===== src/rtl/keypad_pkg.sv =====
// ============================================================================
// Module   : keypad_pkg
// Purpose  : Shared FSM state type, default timing constants and decode
//            helpers for the 4x4 keypad scanner.
// Revision : 1.0 - initial release
// ============================================================================
`default_nettype none

package keypad_pkg;

    localparam int unsigned c_scan_cycles_default     = 1000;
    localparam int unsigned c_debounce_cycles_default = 20000;

    typedef enum logic [1:0] {
        SCAN     = 2'd0,
        DEBOUNCE = 2'd1,
        PRESSED  = 2'd2,
        REL_DB   = 2'd3
    } state_t;

    // True when exactly one active-low column line is asserted.
    function automatic logic single_low(input logic [3:0] col);
        return ($countones(~col) == 1);
    endfunction

    function automatic logic [1:0] low_index(input logic [3:0] col);
        logic [1:0] idx;
        case (col)
            4'b1110: idx = 2'd0;
            4'b1101: idx = 2'd1;
            4'b1011: idx = 2'd2;
            4'b0111: idx = 2'd3;
            default: idx = 2'd0;
        endcase
        return idx;
    endfunction

    function automatic logic [3:0] row_drive(input logic [1:0] idx);
        return ~(4'b0001 << idx);
    endfunction

endpackage

`default_nettype wire


===== src/rtl/keypad_scanner_sync_2ff.sv =====
// ============================================================================
// Module   : sync_2ff
// Purpose  : Two-flop synchronizer for the asynchronous keypad column lines;
//            resets to "no key" (all lines high).
// Revision : 1.0 - initial release
// ============================================================================
`default_nettype none

module sync_2ff (
    input  logic       i_clk,
    input  logic       i_rst,
    input  logic [3:0] i_d,
    output logic [3:0] o_q
);

    logic [3:0] r_meta;
    logic [3:0] r_sync;

    always_ff @(posedge i_clk or posedge i_rst) begin
        if (i_rst) begin
            r_meta <= 4'hF;
            r_sync <= 4'hF;
        end else begin
            r_meta <= i_d;
            r_sync <= r_meta;
        end
    end

    assign o_q = r_sync;

endmodule

`default_nettype wire


===== src/rtl/keypad_scanner.sv =====
// ============================================================================
// Module   : keypad_scanner
// Purpose  : 4x4 matrix keypad scanner with press/release debouncing; reports
//            one key code with a valid level and a single-cycle press strobe.
// Revision : 1.0 - initial release
// ============================================================================
`default_nettype none

module keypad_scanner
    import keypad_pkg::*;
#(
    parameter int unsigned SCAN_CYCLES     = c_scan_cycles_default,
    parameter int unsigned DEBOUNCE_CYCLES = c_debounce_cycles_default
) (
    input  logic       i_clk,
    input  logic       i_rst,
    input  logic [3:0] i_col,
    output logic [3:0] o_row,
    output logic [3:0] o_keypad,
    output logic       o_key_valid,
    output logic       o_key_pulse
);

    localparam int unsigned c_max_cycles = (SCAN_CYCLES > DEBOUNCE_CYCLES) ? SCAN_CYCLES
                                                                           : DEBOUNCE_CYCLES;
    localparam int unsigned c_cnt_w      = ($clog2(c_max_cycles) < 1) ? 1 : $clog2(c_max_cycles);
    localparam logic [c_cnt_w-1:0] c_dwell_last = c_cnt_w'(SCAN_CYCLES - 1);
    localparam logic [c_cnt_w-1:0] c_db_last    = c_cnt_w'(DEBOUNCE_CYCLES - 1);

    logic [3:0]         w_col_s;
    logic [1:0]         w_row_next;
    state_t             r_state;
    logic [c_cnt_w-1:0] r_cnt;
    logic [1:0]         r_row_idx;
    logic [3:0]         r_row_drv;
    logic [3:0]         r_key_pat;
    logic [3:0]         r_keypad;
    logic               r_key_valid;
    logic               r_key_pulse;

    sync_2ff u_sync (
        .i_clk (i_clk),
        .i_rst (i_rst),
        .i_d   (i_col),
        .o_q   (w_col_s)
    );

    assign w_row_next = r_row_idx + 2'd1;

    // One shared counter times both the row dwell and the debounce windows;
    // it always restarts at zero on a state change, so it never wraps.
    always_ff @(posedge i_clk or posedge i_rst) begin
        if (i_rst) begin
            r_state     <= SCAN;
            r_cnt       <= '0;
            r_row_idx   <= 2'd0;
            r_row_drv   <= 4'b1110;
            r_key_pat   <= 4'hF;
            r_keypad    <= 4'h0;
            r_key_valid <= 1'b0;
            r_key_pulse <= 1'b0;
        end else begin
            r_key_pulse <= 1'b0;
            case (r_state)
                SCAN: begin
                    if (r_cnt == c_dwell_last) begin
                        r_cnt <= '0;
                        if (single_low(w_col_s)) begin
                            r_key_pat <= w_col_s;
                            r_state   <= DEBOUNCE;
                        end else begin
                            r_row_idx <= w_row_next;
                            r_row_drv <= row_drive(w_row_next);
                        end
                    end else begin
                        r_cnt <= r_cnt + 1'b1;
                    end
                end
                DEBOUNCE: begin
                    if (w_col_s != r_key_pat) begin
                        r_state   <= SCAN;
                        r_cnt     <= '0;
                        r_row_idx <= w_row_next;
                        r_row_drv <= row_drive(w_row_next);
                    end else if (r_cnt == c_db_last) begin
                        r_state     <= PRESSED;
                        r_cnt       <= '0;
                        r_keypad    <= {r_row_idx, low_index(r_key_pat)};
                        r_key_valid <= 1'b1;
                        r_key_pulse <= 1'b1;
                    end else begin
                        r_cnt <= r_cnt + 1'b1;
                    end
                end
                PRESSED: begin
                    // Extra keys only add low bits; only an all-high read counts as release.
                    if (w_col_s == 4'hF) begin
                        r_state <= REL_DB;
                        r_cnt   <= '0;
                    end
                end
                REL_DB: begin
                    if (w_col_s != 4'hF) begin
                        r_state <= PRESSED;
                        r_cnt   <= '0;
                    end else if (r_cnt == c_db_last) begin
                        r_state     <= SCAN;
                        r_cnt       <= '0;
                        r_key_valid <= 1'b0;
                        r_row_idx   <= w_row_next;
                        r_row_drv   <= row_drive(w_row_next);
                    end else begin
                        r_cnt <= r_cnt + 1'b1;
                    end
                end
                default: begin
                    r_state <= SCAN;
                    r_cnt   <= '0;
                end
            endcase
        end
    end

    assign o_row       = r_row_drv;
    assign o_keypad    = r_keypad;
    assign o_key_valid = r_key_valid;
    assign o_key_pulse = r_key_pulse;

endmodule

`default_nettype wire


===== config.mk =====
export PLATFORM = sky130hd
export DESIGN_NAME = keypad_scanner
export DESIGN_NICKNAME = d
export VERILOG_FILES = /design/src/rtl/keypad_pkg.sv /design/src/rtl/keypad_scanner_sync_2ff.sv /design/src/rtl/keypad_scanner.sv
export SDC_FILE = /design/constraint.sdc
export NUM_CORES = 1
export LEC_CHECK = 0
export ABC_CLOCK_PERIOD_IN_PS = 6360
export CAP_MARGIN = 10
export CELL_PAD_IN_SITES_DETAIL_PLACEMENT = 1
export CELL_PAD_IN_SITES_GLOBAL_PLACEMENT = 2
export CORE_MARGIN = 4
export CORE_UTILIZATION = 35
export CTS_BUF_LIST = sky130_fd_sc_hd__clkbuf_2 sky130_fd_sc_hd__clkbuf_4 sky130_fd_sc_hd__clkbuf_8
export DETAILED_ROUTE_END_ITERATION = 7
export PLACE_DENSITY_LB_ADDON = 0.1
export SYNTH_ARGS = -nofsm -noshare
export SYNTH_HDL_FRONTEND = slang
export SYNTH_HIERARCHICAL = 1
export SYNTH_SLANG_ARGS = --single-unit

===== constraint.sdc =====
create_clock -name i_clk -period 6.36 [get_ports i_clk]
set_clock_uncertainty 0.2 [all_clocks]
set_input_delay 1.908 -clock i_clk [delete_from_list [all_inputs] [get_ports i_clk]]
set_output_delay 1.908 -clock i_clk [all_outputs]
set_load 0.01 [all_outputs]

==> impl_metrics.py <==
metrics = {
    "cts": {
        "clk_latency_ps": 290,
        "htreeDepth": 2,
        "path_clk_slew_ps": 80,
        "ctsRootBufferMaster": "clkbuf_8",
        "cts_buffers": 5,
        "cts_num_sinks": 41,
        "post_cts_resized": 0,
        "cts_setup_buffers": 0,
        "clock_path_buffers": 2,
        "cts_tree": "built",
        "cts_hold_buf": 0,
    },
    "yosys": {
        "synthArstFlopShare": 1.00,
        "yosysTopAreaCell": "dfrtp_1",
        "synth.most_common_cell": "dfrtp_1",
        "ys_seq_area_frac": 0.496,
        "synthCells": 192,
        "synth_seq_cells": 41,
        "yosys_warnings": 6,
        "synth_area_leaders": "dfrtp_1 31%, dfstp_2 19%, ha_1 4.8%, xor2_1 4.6%, mux2_2 4.3%",
        "synth-edff-count": 0,
        "synth.net_count": 207,
        "synth_top_area_share": 0.309,
        "synth_area_per_cell_sq_um": 11.0,
        "syn_area_sq_um": 2110,
        "synth-main-ff-cell": "dfrtp_1",
        "synth_cell_types": 45,
        "synth_commonest_cells": "26 x dfrtp_1, 18 x nor2_1, 15 x dfstp_2, 15 x nand2_1, 12 x inv_1",
    },
    "setup_path": {
        "cp.required_ps": 4250,
        "crit_family": "flip-flops",
        "end_kind": "primary output",
        "path_max_fanout": 2,
        "cp-start-kind": "register",
        "critPathCapture": "o_row[3]",
        "reg2reg_to": "r_row_idx[1]",
        "max_stage_delay_ps": 540,
        "cp.depth": 1,
        "cp_cell_sequence": "clkdlybuf4s50_1",
        "path_buf_inv": 1,
        "worst_r2r_startpoint": "u_sync/o_q[3]",
        "crit_start": "o_row[3]",
        "worst-r2r-setup-slack_ps": 3260,
        "reg2regPathDepth": 7,
        "cp.arrival_ps": 1350,
        "criticalPathCategory": "register to primary output",
        "cp_slowest_cell": "dfstp_2",
    },
    "drt": {
        "wl_per_cell_microns": 15.3,
        "first_pass_iters": 4,
        "ant_nets": 0,
        "wl_mm": 4.33,
        "drc": 0,
        "drt_iter0_drc": 29,
        "dr_total_vias": 1426,
        "vias_per_cell": 5.06,
    },
    "finish": {
        "syn_to_final_growth_pct": 14.7,
        "utilization": 0.426,
        "final_net_count": 224,
        "drive_gt1_frac": 0.205,
        "diodes": 0,
    },
    "floorplan": {
        "initial_core_util": 0.371,
        "dieWidth_microns": 85.6,
        "coreArea_sq_um": 5680,
        "num_rows": 27,
        "io_pins": 16,
        "dieArea_sq_um": 7330,
        "die_h_microns": 85.6,
    },
    "grt": {
        "grt_max_degree": 34,
        "grt-ovfl-total": 0,
        "grt_util_all_layers": 0.125,
        "grt_pass1_vias": 1560,
        "antenna_found_initial": 0,
        "grt_pass1_wl_mm": 7.38,
    },
    "timing": {
        "hold_violations": 0,
        "clock.fmax_ghz": 0.289,
        "layout_min_cycle_time_ps": 3460,
        "finalCritPeriodShare": 0.544,
        "slew_viol_final": 0,
        "rsz0062_at_grt": "false",
        "finalSetupTns_ps": 0,
        "setup_viol": 0,
        "max_slew_margin": 0.484,
        "setup_ws_ps": 2900,
        "tightest_slew_ps": 770,
    },
    "pwr": {
        "pwr-share-clk": 0.372,
        "p_per_area_nw_per_um2": 189,
        "seqPwrFrac": 0.587,
        "leakage_nw": 1.06,
        "vdd_drop_max_mv": 0.0838,
        "total_switching_power_mw": 0.103,
        "p_sw_frac": 0.225,
        "power_frac_comb": 0.042,
        "p_int_mw": 0.354,
    },
    "placement": {
        "hpwl_mm": 3.28,
        "post-place-ws_ps": 3200,
        "port_buffers": 15,
        "gp_congestion": 0.774,
    },
    "min_path": {
        "hold_class": "register to register",
        "holdCritStartpoint": "u_sync/r_meta[0]",
    },
    "job": {
        "cap_violations": 0,
    },
    "run_status": {
        "status": "complete, no violations",
    },
}
## cells by family (layout without fill, tap and decap cells)
group,count (synthesis),after routing,share of synthesized area
compound gates,13,13,0.0493
simple gates,78,78,0.212
mux,15,15,0.0784
flops,41,41,0.496
buf+inv,18,36,0.0327
xor+xnor,18,18,0.0748
fa+ha+maj,9,9,0.0570
## through the flow
step	hold slack [ps]	power [mW]	cell area, sq um	cells
detailed placement	148	0.293	2330	274
global placement	148	0.291	2330	274
floorplan	145	0.284	2110	192
global route	162	0.480	2420	282
CTS	159	0.466	2420	282
finish	158	0.457	2420	282
## layer usage
metal  vias up  global-route usage  part of all wire
li1        691                   -                 -
met2        13               0.220              0.52
met4         0              0.0259            0.0062
met5         -                   0                 0
met3         3              0.0346             0.028
met1       719               0.154              0.44
## area by class of cell
class	count	area (sq um)
flip-flops and latches	41	1040
clock inverters	2	10.0
clock buffers	6	76.3
inverters	12	45.0
well taps	72	90.1
fillers	621	3260
repair buffers	16	158
multi-input cells	133	993
## how the worst min path moves through the flow
| stage | end | cells after the start |
|---|---|---|
| 6_report | u_sync/o_q[0] | 0 |
| 5_1_grt | u_sync/o_q[1] | 0 |
| 4_1_cts | u_sync/o_q[2] | 0 |
| 3_5_place_dp | u_sync/o_q[1] | 0 |
| 3_3_place_gp | u_sync/o_q[2] | 0 |
| 2_1_floorplan | u_sync/o_q[0] | 0 |
## flip-flops by register name, indices dropped and copies added, names as in the netlist, 2 cells and up
name and flops:
o_keypad 4, u_sync/o_q 4, r_key_pat 4, o_row 4, u_sync/r_meta 4, r_row_idx 2
r_state 2, r_cnt 15
## cells in the final DEF, fill, tap and decap left out, types with 3 or more instances in the layout
master / instances
nand3_1: 7
xor2_1: 11
nand4_1: 3
nor4_1: 3
o21ai_0: 3
clkbuf_8: 5
mux2i_1: 6
ha_1: 8
and4_1: 3
mux2_2: 8
xnor2_1: 7
nor2_1: 18
nor3_1: 8
clkdlybuf4s50_1: 15
nand2_1: 15
and3_1: 5
dfrtp_1: 26
dfstp_2: 15
inv_1: 12
## power by group through the flow
stage | registers, mW | clock network (mW) | logic (mW)
after CTS | 0.268 | 0.178 | 0.0202
after floorplan | 0.272 | 0 | 0.0123
final | 0.268 | 0.170 | 0.0191
after global placement | 0.272 | 0 | 0.0189
after detailed placement | 0.273 | 0 | 0.0201
after global routing | 0.268 | 0.189 | 0.0226
No activity file was read; power rests on OpenSTA's default activity.
